### src/rtl/muldiv_pkg.sv
// Shared encodings for the iterative multiply/divide unit.
// Operation codes follow the low two bits of the MIPS funct field.
package muldiv_pkg;

    localparam logic [1:0] OP_MULT  = 2'b00;
    localparam logic [1:0] OP_MULTU = 2'b01;
    localparam logic [1:0] OP_DIV   = 2'b10;
    localparam logic [1:0] OP_DIVU  = 2'b11;

    localparam logic [1:0] ST_IDLE = 2'b00;
    localparam logic [1:0] ST_RUN  = 2'b01;
    localparam logic [1:0] ST_FIX  = 2'b10;

    localparam logic [31:0] DIV0_QUOT = 32'hFFFFFFFF;

    function automatic logic op_is_div(input logic [1:0] f_op);
        return f_op[1];
    endfunction

    function automatic logic op_is_signed(input logic [1:0] f_op);
        return ~f_op[0];
    endfunction

endpackage

### src/rtl/muldiv_unit_div_step.sv
// One restoring-division iteration: shift {rem, quot} left, trial-subtract
// the divisor and keep the difference only when it does not borrow.
module div_step #(
    parameter int WIDTH = 32
) (
    input  logic [WIDTH-1:0] i_rem,
    input  logic [WIDTH-1:0] i_quot,
    input  logic [WIDTH-1:0] i_divisor,
    output logic [WIDTH-1:0] o_rem,
    output logic [WIDTH-1:0] o_quot
);

    logic [WIDTH:0]   w_shifted;
    logic [WIDTH+1:0] w_diff;
    logic             w_fits;
    logic [WIDTH:0]   w_sel;
    logic             w_unused_top;

    assign w_shifted = {i_rem, i_quot[WIDTH-1]};
    assign w_diff    = {1'b0, w_shifted} - {2'b00, i_divisor};
    assign w_fits    = ~w_diff[WIDTH+1];

    // The kept remainder is always below the divisor, so its top bit is zero.
    assign w_sel        = w_fits ? w_diff[WIDTH:0] : w_shifted;
    assign w_unused_top = w_sel[WIDTH];
    assign o_rem        = w_sel[WIDTH-1:0];
    assign o_quot       = {i_quot[WIDTH-2:0], w_fits};

endmodule

### src/rtl/muldiv_unit.sv
// Iterative MIPS mult/multu/div/divu unit with HI/LO and mthi/mtlo.
// Optional MULDIV_FAST_MUL_EN: single-cycle combinational multiply path.
module muldiv_unit
    import muldiv_pkg::*;
#(
    parameter int WIDTH = 32,
    parameter int CNT_W = 6
) (
    input  logic             clk,
    input  logic             rst,
    input  logic             start,
    input  logic [1:0]       op,
    input  logic [WIDTH-1:0] a,
    input  logic [WIDTH-1:0] b,
    input  logic             mthi_we,
    input  logic             mtlo_we,
    input  logic [WIDTH-1:0] wdata,
    output logic             busy,
    output logic             done,
    output logic [WIDTH-1:0] hi,
    output logic [WIDTH-1:0] lo
);

    logic [1:0]       r_state;
    logic [CNT_W-1:0] r_cnt;
    logic             r_busy;
    logic             r_done;
    logic [WIDTH-1:0] r_hi;
    logic [WIDTH-1:0] r_lo;

    logic             r_is_div;
    logic             r_neg_q;
    logic             r_neg_r;
    logic             r_b_zero;
    logic [WIDTH-1:0] r_a_raw;
    logic [WIDTH-1:0] r_divisor;
    logic [WIDTH:0]   r_acc;
    logic [WIDTH-1:0] r_q;

    logic             w_launch;
    logic             w_sgn;
    logic [WIDTH:0]   w_addend;
    logic [WIDTH:0]   w_sum;
    logic [WIDTH-1:0] w_rem_nx;
    logic [WIDTH-1:0] w_quot_nx;
    logic [2*WIDTH-1:0] w_prod_mag;
    logic [2*WIDTH-1:0] w_prod;
    logic [WIDTH-1:0] w_quot_fix;
    logic [WIDTH-1:0] w_rem_fix;

    function automatic logic [WIDTH-1:0] f_mag(input logic [WIDTH-1:0] v, input logic sgn);
        return (sgn && v[WIDTH-1]) ? -v : v;
    endfunction

    function automatic logic [WIDTH-1:0] f_apply_sign(input logic [WIDTH-1:0] v, input logic neg);
        return neg ? -v : v;
    endfunction

    function automatic logic [2*WIDTH-1:0] f_apply_sign2(input logic [2*WIDTH-1:0] v, input logic neg);
        return neg ? -v : v;
    endfunction

    assign w_launch = (r_state == ST_IDLE) && start;
    assign w_sgn    = op_is_signed(op);

    // Shift-add multiply: accumulator sits above the shifting multiplier.
    assign w_addend = r_q[0] ? {1'b0, r_divisor} : '0;
    assign w_sum    = r_acc + w_addend;

    div_step #(.WIDTH(WIDTH)) u_div_step (
        .i_rem     (r_acc[WIDTH-1:0]),
        .i_quot    (r_q),
        .i_divisor (r_divisor),
        .o_rem     (w_rem_nx),
        .o_quot    (w_quot_nx)
    );

`ifdef MULDIV_FAST_MUL_EN
    assign w_prod_mag = {{WIDTH{1'b0}}, r_q} * {{WIDTH{1'b0}}, r_divisor};
`else
    assign w_prod_mag = {r_acc[WIDTH-1:0], r_q};
`endif

    assign w_prod     = f_apply_sign2(w_prod_mag, r_neg_q);
    assign w_quot_fix = r_b_zero ? DIV0_QUOT : f_apply_sign(r_q, r_neg_q);
    assign w_rem_fix  = r_b_zero ? r_a_raw : f_apply_sign(r_acc[WIDTH-1:0], r_neg_r);

    // Control and architectural HI/LO state.
    always_ff @(posedge clk) begin
        if (rst) begin
            r_state <= ST_IDLE;
            r_cnt   <= '0;
            r_busy  <= 1'b0;
            r_done  <= 1'b0;
            r_hi    <= '0;
            r_lo    <= '0;
        end else begin
            r_done <= 1'b0;
            case (r_state)
                ST_IDLE: begin
                    if (start) begin
                        r_cnt  <= '0;
                        r_busy <= 1'b1;
`ifdef MULDIV_FAST_MUL_EN
                        r_state <= op_is_div(op) ? ST_RUN : ST_FIX;
`else
                        r_state <= ST_RUN;
`endif
                    end else begin
                        if (mthi_we) r_hi <= wdata;
                        if (mtlo_we) r_lo <= wdata;
                    end
                end
                ST_RUN: begin
                    r_cnt <= r_cnt + CNT_W'(1);
                    if (r_cnt == CNT_W'(WIDTH - 1)) r_state <= ST_FIX;
                end
                ST_FIX: begin
                    if (r_is_div) begin
                        r_hi <= w_rem_fix;
                        r_lo <= w_quot_fix;
                    end else begin
                        r_hi <= w_prod[2*WIDTH-1:WIDTH];
                        r_lo <= w_prod[WIDTH-1:0];
                    end
                    r_busy  <= 1'b0;
                    r_done  <= 1'b1;
                    r_state <= ST_IDLE;
                end
                default: r_state <= ST_IDLE;
            endcase
        end
    end

    // Datapath: operands captured as magnitudes, then one step per RUN cycle.
    always_ff @(posedge clk) begin
        if (w_launch) begin
            r_is_div  <= op_is_div(op);
            r_neg_q   <= w_sgn & (a[WIDTH-1] ^ b[WIDTH-1]);
            r_neg_r   <= w_sgn & a[WIDTH-1];
            r_b_zero  <= (b == '0);
            r_a_raw   <= a;
            r_q       <= f_mag(a, w_sgn);
            r_divisor <= f_mag(b, w_sgn);
            r_acc     <= '0;
        end else if (r_state == ST_RUN) begin
            if (r_is_div) begin
                r_acc <= {1'b0, w_rem_nx};
                r_q   <= w_quot_nx;
            end else begin
                r_acc <= {1'b0, w_sum[WIDTH:1]};
                r_q   <= {w_sum[0], r_q[WIDTH-1:1]};
            end
        end
    end

    assign busy = r_busy;
    assign done = r_done;
    assign hi   = r_hi;
    assign lo   = r_lo;

endmodule

### config.mk
export PLATFORM = sky130hd
export DESIGN_NAME = muldiv_unit
export DESIGN_NICKNAME = d
export VERILOG_FILES = /design/src/rtl/muldiv_pkg.sv /design/src/rtl/muldiv_unit_div_step.sv /design/src/rtl/muldiv_unit.sv
export SDC_FILE = /design/constraint.sdc
export NUM_CORES = 1
export LEC_CHECK = 0
export BUFFER_PORTS_ARGS = -buffer_cell sky130_fd_sc_hd__buf_2
export CORE_ASPECT_RATIO = 1.75
export CORE_MARGIN = 5
export CORE_UTILIZATION = 45
export CTS_CLUSTER_SIZE = 40
export DETAILED_ROUTE_END_ITERATION = 12
export PLACE_DENSITY_LB_ADDON = 0.08
export SETUP_SLACK_MARGIN = 0.02
export SLEW_MARGIN = 10
export SYNTH_ARGS = -nofsm -noshare
export SYNTH_HDL_FRONTEND = slang
export SYNTH_SLANG_ARGS = --single-unit
### constraint.sdc
create_clock -name clk -period 4.95 [get_ports clk]
set_clock_uncertainty 0.15 [all_clocks]
set_input_delay 0.2475 -clock clk [delete_from_list [all_inputs] [get_ports clk]]
set_output_delay 0.2475 -clock clk [all_outputs]
set_load 0.03 [all_outputs]
==> results.tsv, run 1 <==
stage	metric	value	unit
run_status	status	complete, no violations	
clock_tree	clkTransAtPathRegs	0.06	ns
pwr	leakage	7.73	nW
yosys	yosysWarnings	0	
cells_and_area	drive_above_1_share	0.129	
global_routing	grtUsageMet3	0.0331	
cells_and_area	num_antenna_cells	0	
floorplan	die_h	258	µm
yosys	synth_edf_count	100	
floorplan	die_w	152	µm
worst_setup_path	crit_type	register to register	
worst_setup_path	regToRegSetupSlack	0.43	ns
global_routing	grt_pass1_vias	15998	
yosys	yosysTopAreaCellShare	0.190	
global_routing	met1_usage	0.321	
sta	whs	0.0406	ns
yosys	synthCells	2002	
floorplan	dieArea	39200	µm²
clock_tree	post_cts_resized	0	
clock_tree	clk_latency	0.55	ns
clock_tree	numCtsBuffers	23	
sta	max_slew.worst_pin.slew	1.04	ns
yosys	mappedNetlistArea	15800	µm²
worst_setup_path	cp-start-kind	register	
sta	finalMaxSlewViolations	0	
yosys	syn_area_per_cell	7.91	µm²
global_routing	grt_pass1_wl	97500	µm
worst_setup_path	cp.required	5.23	ns
worst_setup_path	cp_max_fo	42	
placed_design	io_buffers	168	
pwr	p_comb_frac	0.379	
yosys	synth_top_flop_cell	dfxtp_1	
clock_tree	cts.sinks	206	
sta	slew-limit-headroom	0.308	
cells_and_area	postLayoutCoreUtil	0.542	
sta	post-route-period-util	0.913	
global_routing	antenna_found_initial	0	
yosys	synthArstFlopShare	0	
placed_design	place_hpwl	50400	µm
global_routing	grt_max_degree	118	
clock_tree	htree_levels	1	
sta	setup_viol_count_final	0	
pwr	clkPwrFrac	0.272	
min_path	hold_class	input pin to register	
global_routing	grt_overflow	0	
worst_setup_path	cp-end-kind	register	
yosys	synth_seq_cells	206	
clock_tree	post_cts_buffers	0	
route	drt_wl_total	65500	µm
sta	hold_viol_final	0	
pwr	switching_share	0.395	
sta	setup_tns	0	ns
floorplan	ioPinCount	169	
global_routing	grt_util_met2	0.583	
global_routing	grt-busiest-layer	met2	
yosys	yosys-top-cells-area	edfxtp_1, dfxtp_1, a21oi_1	
yosys	ys_seq_area_frac	0.323	
pwr	p_sw	2.52	mW
cells_and_area	syn_to_final_growth	20.0	%
clock_tree	cts_root_buf	clkbuf_16	
placed_design	place_congestion	1.04	
job	cap_violations	0	
route	vias	16354	
pwr	p_int	3.85	mW
route	drtIter0Drc	1234	
floorplan	rows	91	
cells_and_area	fill_cells	3441	
sta	fmax	221	MHz
yosys	yosys.area.top_type	edfxtp_1	
yosys	ys_types	75	
floorplan	start_util	0.452	
floorplan	coreArea	35100	µm²
worst_setup_path	arrival	4.80	ns
sta	fin_crit	4.52	ns
route	ant_nets	0	
global_routing	grt_usage	0.320	
clock_tree	hold_buffers	106	
yosys	syn_nets	2176	
pwr	pwr-share-seq	0.349	
pwr	power_density	335	nW/µm²
route	drc_errors	0	
pwr	peakVddDrop	0.000306	V
sta	rsz0062_at_grt	no	
route	wl_per_cell	24.2	µm
clock_tree	cts_tree	yes	
cells_and_area	nNetsFinal	2404	
route	firstDrtPassIters	7	
clock_tree	cts_buffer_depth	3	
route	via_per_inst	6.03	
## registers in the layout (all words and copies together) (netlist names)
name       cells
busy           1
r_a_raw       32
r_neg_r        1
lo            32
r_q           32
r_divisor     32
r_neg_q        1
r_b_zero       1
done           1
r_acc         32
r_cnt          6
r_is_div       1
r_state        2
hi            32
## cell usage in the layout (no fill, tap or decap), drive strengths merged, types with 74 or more instances in the layout
master	instances
a21oi	211
buf	220
dfxtp	106
dlygate4sd3	106
edfxtp	100
inv	74
nand2	236
nor2	197
o21ai	173
xnor2	103
## layout make-up
type / count / area, µm² / area share
Clock buffer: 28 / 626 / 0.0329
Clock inverter: 14 / 114 / 0.00599
Inverter: 71 / 269 / 0.0141
Multi-Input combinational cell: 1602 / 9980 / 0.525
Sequential cell: 206 / 5120 / 0.269
Tap cell: 465 / 582 / 0.0306
Timing Repair Buffer: 326 / 2320 / 0.122
## routing by layer
metal  share of wire  vias up  wire length [µm]
li1                -     7778                 -
met2            0.51      585             33500
met4            0.11        0              7050
met1            0.34     7770             22400
met5               0        -                 0
met3           0.040      221              2600
## critical path, stage by stage (launching register included)
cell and delay, ns:
dfxtp_1 0.55, ha_1 0.41, a21oi_1 0.18, o21ai_0 0.15, a2111oi_0 0.85, o21ai_0 0.35
nor3_2 0.76, buf_12 0.30, nand2_1 0.23, o221ai_1 0.30, a21o_1 0.11, o21ai_0 0.06
## path summary, 6_finish.rpt
check / from / endpoint / depth (start not counted)
worst max register to register: r_acc[27] / r_acc[26] / 11
worst min-delay path: op[0] / r_neg_q / 2
worst max-delay path: r_acc[27] / r_acc[26] / 11
worst min register to register: hi[19] / hi[19] / 2
## stage by stage
| stage | instance area (µm²) | std cells | total power [mW] | setup WS (ns) |
|---|---|---|---|---|
| after floorplan | 15800 | 2002 | 3.75 | 1.18 |
| after global placement | 17200 | 2564 | 4.55 | 0.578 |
| after detailed placement | 17200 | 2564 | 4.57 | 0.517 |
| after CTS | 19000 | 2712 | 6.37 | 0.490 |
| after global routing | 19000 | 2712 | 6.68 | 0.166 |
| final | 19000 | 2712 | 6.36 | 0.429 |
## power by group through the flow
stage / Clock, mW / Sequential, mW / Combinational (mW)
2_1_floorplan: 0 / 2.18 / 1.57
3_3_place_gp: 0 / 2.25 / 2.30
3_5_place_dp: 0 / 2.25 / 2.32
4_1_cts: 1.76 / 2.21 / 2.39
5_1_grt: 1.81 / 2.23 / 2.63
6_report: 1.73 / 2.22 / 2.41
## cells by family after synthesis
family / share of synthesized area
AO/OA/AOI/OAI: 0.257
AND/OR/NAND/NOR: 0.197
XOR/XNOR: 0.0912
buffers and inverters: 0.0475
multiplexers: 0.0262
flip-flops: 0.323
adder cells (fa/ha/maj): 0.0570
## cell usage after synthesis, drive strengths merged, types with 6 or more instances
library cell,number
nand4,8
a31oi,20
dfxtp,106
nor2b,19
o31ai,30
nor2,197
edfxtp,100
nor3,36
nand2,236
nand2b,16
and4,6
or3,17
buf,26
a21o,30
nand3,45
clkbuf,97
nor4,22
o21bai,9
a211oi,27
xor2,62
o211ai,27
nor3b,6
and2,9
a2111oi,10
xnor2,103
a311oi,6
o22ai,14
a221oi,7
o221ai,40
nand3b,7
ha,69
or2,9
or4,11
inv,71
o41ai,12
o21ai,173
o21a,8
mux2i,37
and3,13
a21oi,211
(Power assumes the default switching activity.)
==> inputs of run 2 (changes only) <==
- BUFFER_PORTS_ARGS: -buffer_cell sky130_fd_sc_hd__buf_2 -> not set
- DONT_BUFFER_PORTS: not set -> 1
- SYNTH_HIERARCHICAL: not set -> 1
==> results.tsv, run 2 <==
stage	metric	value	unit	change
run_status	status	complete, no violations		
route	drt_wl_total	69600	µm	+6.2%
route	dr_wl_met2	36400	µm	+8.6%
route	wl_per_cell	27.2	µm	+12%
min_path	hold_start	a[1]		
sta	hold_viol_final	0		unchanged
pwr	peakVddDrop	0.000303	V	-1.1%
cells_and_area	fill_cells	3567		+3.7%
sta	max_slew.worst_pin.slew	1.15	ns	+0.111 ns
worst_setup_path	cpMaxStageDelayCell	edfxtp_1		
yosys	syn_nets	2218		+1.9%
clock_tree	post_cts_buffers	0		unchanged
route	vias	16169		-1.1%
yosys	yosys.area.top_type	edfxtp_1		
yosys	ys_seq_area_frac	0.310		-0.0133
clock_tree	htree_levels	1		unchanged
placed_design	io_buffers	0		-100%
yosys	synthCells	2044		+2.1%
clock_tree	cts_buffer_depth	3		unchanged
placed_design	place_hpwl	53000	µm	+5.0%
clock_tree	cts_root_buf	clkbuf_16		
floorplan	ioPinCount	169		unchanged
yosys	synthArstFlopShare	0		unchanged
sta	slew-limit-headroom	0.234		-0.0740
worst_setup_path	path_common_cell	o21ai_0		
yosys	yosysWarnings	6		+6
yosys	yosys-top-cells-area	edfxtp_1, dfxtp_1, xnor2_1		
floorplan	dieArea	40800	µm²	+4.0%
sta	setup_viol_count_final	0		unchanged
worst_setup_path	reg2reg_from	r_q[0]		
global_routing	antenna_found_initial	0		unchanged
yosys	syn_area_per_cell	8.08	µm²	+2.1%
worst_setup_path	cp_max_fo	29		-31%
min_path	hold_class	input pin to register		
clock_tree	clk_latency	0.54	ns	about the same
worst_setup_path	cp-start-kind	register		
global_routing	grt_overflow	0		unchanged
clock_tree	clkTransAtPathRegs	0.07	ns	about the same
route	firstDrtPassIters	9		+2
sta	fmax	246	MHz	+11%
route	highest_layer	met4		
clock_tree	numCtsBuffers	22		-4.3%
sta	rsz0062_at_grt	no		
pwr	power_density	366	nW/µm²	+9.4%
worst_setup_path	crit_chain	and2_1, ha_1, fa_1, a21oi_1, o2bb2ai_1, a221oi_1, o21ai_0, a211oi_1, xor2_1, o21ai_0		
clock_tree	cts_tree	yes		
cells_and_area	final_cells	2562		-5.5%
yosys	synthTopCellsByCount	nand2_1, o21ai_0, a21oi_1		
route	drc_errors	0		unchanged
floorplan	start_util	0.452		about the same
yosys	yosysMostFrequentCell	nand2_1		
global_routing	grt_max_degree	136		+15%
worst_setup_path	cp.required	5.20	ns	-0.03 ns
floorplan	die_w	155	µm	+2.0%
clock_tree	cts.sinks	206		unchanged
worst_setup_path	cp-end-kind	register		
global_routing	grt_usage	0.330		+0.00947
cells_and_area	syn_to_final_growth	13.1	%	
route	wl_met1	23300	µm	+4.2%
sta	finalMaxSlewViolations	0		unchanged
yosys	synth_edf_count	100		unchanged
sta	fin_crit	4.07	ns	-0.453 ns
yosys	synth_top_flop_cell	dfxtp_1		
worst_setup_path	critPathTopFamily	compound AO/OA/AOI/OAI gates		
job	cap_violations	0		unchanged
worst_setup_path	path_buf_inv	0		-1
cells_and_area	drive_above_1_share	0.0613		-0.0677
sta	setup_tns	0	ns	unchanged
worst_setup_path	arrival	4.31	ns	-0.49 ns
placed_design	dpl.cell_count	2393		-6.7%
worst_setup_path	crit_type	register to register		
global_routing	grt_pass1_vias	16403		+2.5%
route	drtIter0Drc	1331		+7.9%
route	via_per_inst	6.31		+4.7%
global_routing	grt_pass1_wl	103000	µm	+5.4%
worst_setup_path	cp-startpoint	r_q[0]		
placed_design	place_congestion	1.02		-1.9%
sta	post-route-period-util	0.822		-0.0915
cells_and_area	most-common-layout-cells	nand2_1, o21ai_0, a21oi_1		
cells_and_area	final_common_cell	nand2_1		
floorplan	coreArea	36500	µm²	+4.2%
route	ant_nets	0		unchanged
yosys	synth_seq_cells	206		unchanged
yosys	yosysTopAreaCellShare	0.182		-0.00777
yosys	ys_types	93		+24%
floorplan	die_h	263	µm	+2.0%
yosys	mappedNetlistArea	16500	µm²	+4.3%
floorplan	rows	93		+2.2%
cells_and_area	nNetsFinal	2245		-6.6%
pwr	leakage	6.97	nW	-9.8%
cells_and_area	num_antenna_cells	0		unchanged
route	route.met3.wl	3620	µm	+39%
worst_setup_path	max_stage_delay	0.83	ns	-0.02 ns
-- run 2: worst paths after layout --
path / slack (ns) / cells after the start / end
worst max-delay path: 0.88 / 10 / r_acc[23]
worst min-delay path: 0.01 / 4 / r_q[1]
worst max register to register: 0.88 / 10 / r_acc[23]
worst min register to register: 0.36 / 2 / r_state[1]
-- run 2: layer usage --
| layer | up-vias | track usage |
|---|---|---|
| met5 | - | 0 |
| li1 | 7585 | - |
| met4 | 0 | 0.240 |
| met1 | 7688 | 0.327 |
| met3 | 237 | 0.0431 |
| met2 | 659 | 0.615 |
-- run 2: tightest hold or removal path: stages --
cell and delay (ns):
inv_1 0.03, ha_1 0.11, nand2_1 0.04, a31oi_1 0.14
-- run 2: area by class of cell --
type / count / area [µm²] / share of cell area
Multi-Input combinational cell: 1603 / 10400 / 0.555
Sequential cell: 206 / 5120 / 0.274
Timing Repair Buffer: 164 / 1580 / 0.0848
Clock buffer: 32 / 669 / 0.0358
Tap cell: 475 / 594 / 0.0318
Inverter: 74 / 278 / 0.0149
Clock inverter: 8 / 67.6 / 0.00362
-- run 2: logic make-up (layout without fill, tap and decap cells) --
logic type,count (synthesis),after routing,synth area share
compound gates,685,685,0.273
xor+xnor,156,156,0.0827
fa+ha+maj,71,71,0.0547
buf+inv,235,278,0.0634
flops,206,206,0.310
mux,41,41,0.0258
simple gates,650,650,0.190
-- run 2: power breakdown --
part           switching [mW]  total, mW  internal (mW)
sequential              0.399       2.39           1.99
clock                   0.735       1.72          0.989
combinational            1.70       2.73           1.03
total                    2.84       6.84           4.00
-- run 2: timing repair --
item	in CTS	in global routing
hold endpoints to repair	172	0
hold buffers	129	0
resized for setup	0	0
-- run 2: metrics by stage --
| stage | instance area, µm² | hold WS [ns] | power (mW) | util | worst slack [ns] |
|---|---|---|---|---|---|
| 2_1_floorplan | 16500 | 0.196 | 4.19 | - | 1.39 |
| 3_3_place_gp | 16600 | 0.175 | 4.95 | 0.456 | 0.971 |
| 3_5_place_dp | 16600 | 0.174 | 4.97 | 0.456 | 0.885 |
| 4_1_cts | 18700 | 0.00127 | 6.82 | 0.512 | 0.857 |
| 5_1_grt | 18700 | 0.0254 | 7.17 | 0.512 | 0.634 |
| 6_report | 18700 | 0.0149 | 6.84 | 0.512 | 0.882 |
==> inputs of run 3 (changes only) <==
- clock period: 4.95 -> 4.1 ns (I/O delays scaled with it)
==> results.tsv, run 3 (synthesized netlist as in run 2, its figures left out) <==
stage	metric	value	unit	change
global_routing	grt_pass1_vias	16350		-0.32%
global_routing	met1_usage	0.329		+0.00241
floorplan	start_util	0.452		unchanged
global_routing	grt_util_met2	0.617		+0.00166
cells_and_area	fill_cells	3576		+0.25%
sta	setup_viol_count_final	0		unchanged
worst_setup_path	cp.required	4.40	ns	-0.80 ns
clock_tree	clkTransAtPathRegs	0.07	ns	about the same
route	drt_wl_total	71400	µm	+2.7%
worst_setup_path	worstReg2RegEnd	r_acc[24]		
cells_and_area	nNetsFinal	2264		+0.85%
pwr	peakVddDrop	0.000333	V	+10%
global_routing	grt_pass1_wl	104000	µm	+0.79%
sta	hold_viol_final	0		unchanged
placed_design	place_hpwl	54400	µm	+2.7%
cells_and_area	syn_to_final_growth	14.1	%	
clock_tree	cts_root_buf	clkbuf_16		
worst_setup_path	cp-start-kind	register		
clock_tree	numCtsBuffers	23		+4.5%
cells_and_area	drive_above_1_share	0.0717		+0.0104
worst_setup_path	cp-end-kind	register		
placed_design	io_buffers	0		unchanged
route	via_per_inst	6.38		+1.1%
global_routing	grt_max_degree	136		unchanged
pwr	leakage	7.06	nW	+1.3%
sta	slew-limit-headroom	0.318		+0.0840
cells_and_area	final_area	18800	µm²	+0.84%
sta	max_slew.worst_pin.slew	1.01	ns	-0.137 ns
sta	fin_crit	3.59	ns	-0.479 ns
clock_tree	cts_buffer_depth	3		unchanged
floorplan	ioPinCount	169		unchanged
sta	setup_tns	0	ns	unchanged
min_path	hold_class	input pin to register		
floorplan	rows	93		unchanged
cells_and_area	final_cells	2581		+0.74%
floorplan	dieArea	40800	µm²	unchanged
global_routing	grtUsageMet3	0.0433		+0.000164
floorplan	die_h	263	µm	unchanged
route	drtIter0Drc	1376		+3.4%
global_routing	grt_overflow	0		unchanged
pwr	fin_total_pwr	8.53	mW	+25%
cells_and_area	final_common_cell	nand2_1		
cells_and_area	num_antenna_cells	0		unchanged
global_routing	antenna_found_initial	0		unchanged
route	ant_nets	0		unchanged
worst_setup_path	arrival	3.89	ns	-0.42 ns
sta	fmax	279	MHz	+13%
pwr	power_density	452	nW/µm²	+24%
worst_setup_path	cp_max_fo	31		+6.9%
clock_tree	cts.sinks	206		unchanged
worst_setup_path	crit_type	register to register		
sta	rsz0062_at_grt	no		
route	firstDrtPassIters	6		-3
global_routing	grt_usage	0.335		+0.00528
job	cap_violations	0		unchanged
floorplan	coreArea	36500	µm²	unchanged
cells_and_area	postLayoutCoreUtil	0.516		+0.00428
clock_tree	post_cts_buffers	0		unchanged
worst_setup_path	regToRegSetupSlack	0.51	ns	-0.37 ns
route	drc_errors	0		unchanged
cells_and_area	most-common-layout-cells	nand2_1, o21ai_0, a21oi_1		
run_status	status	complete, no violations		
placed_design	place_area	16900	µm²	+1.2%
clock_tree	htree_levels	1		unchanged
worst_setup_path	reg2reg_from	r_q[0]		
placed_design	place_congestion	0.999		-2.1%
route	vias	16470		+1.9%
worst_setup_path	endpoint	r_acc[24]		
route	wl_per_cell	27.7	µm	+1.9%
worst_setup_path	cp-startpoint	r_q[0]		
global_routing	grt-busiest-layer	met2		
sta	finalMaxSlewViolations	0		unchanged
placed_design	place_ws	0.529	ns	-0.356 ns
sta	worst_slack	0.510	ns	-0.371 ns
sta	post-route-period-util	0.876		+0.0536
floorplan	die_w	155	µm	unchanged
worst_setup_path	reg2reg_depth	11		+1
clock_tree	cts_tree	yes		
placed_design	dpl.cell_count	2419		+1.1%
clock_tree	clk_latency	0.54	ns	about the same
sta	whs	0.0218	ns	+0.00689 ns
[run 3: final cells by class]
class / instances / area [µm²] / area share
Multi-Input combinational cell: 1603 / 10400 / 0.550
Inverter: 74 / 278 / 0.0147
Timing Repair Buffer: 182 / 1710 / 0.0908
Clock inverter: 11 / 111 / 0.00591
Clock buffer: 30 / 654 / 0.0347
Tap cell: 475 / 594 / 0.0315
Sequential cell: 206 / 5120 / 0.272
[run 3: where the power goes]
| part | total (mW) | leakage [nW] | switching, mW | internal [mW] |
|---|---|---|---|---|
| clock network | 2.19 | 0.376 | 0.935 | 1.25 |
| logic | 3.57 | 4.84 | 2.26 | 1.32 |
| registers | 2.76 | 1.84 | 0.364 | 2.40 |
[run 3: timing repair]
item                                   in CTS  in global routing
hold buffers                              120                  1
endpoints found under the hold margin     172                  1
setup endpoints to repair                   0                  0
gates resized for setup                     0                  0
[run 3: worst max-delay path, stage by stage, from the launching register on]
cell       delay [ns]
edfxtp_1         0.42
buf_4            0.25
and2_1           0.18
ha_1             0.36
a211o_1          0.33
a2111oi_0        0.46
buf_4            0.20
o211ai_1         0.14
o21a_1           0.26
o2111a_1         0.28
o31a_1           0.25
o31ai_1          0.19
[run 3: how the worst min path moves through the flow]
stage,from,end,slack (ns),cells after the start
6_report,a[23],r_q[25],0.02,4
5_1_grt,a[30],r_q[31],0.04,3
4_1_cts,wdata[17],hi[17],0.004,2
3_5_place_dp,rst,lo[29],0.13,1
3_3_place_gp,rst,r_cnt[2],0.13,1
2_1_floorplan,a[0],r_a_raw[0],0.15,0
[run 3: metal layers]
metal / up-vias / wire [µm]
met1: 7872 / 23500
met3: 268 / 3890
met4: 0 / 7410
met5: - / 0
met2: 706 / 36700
li1: 7624 / -
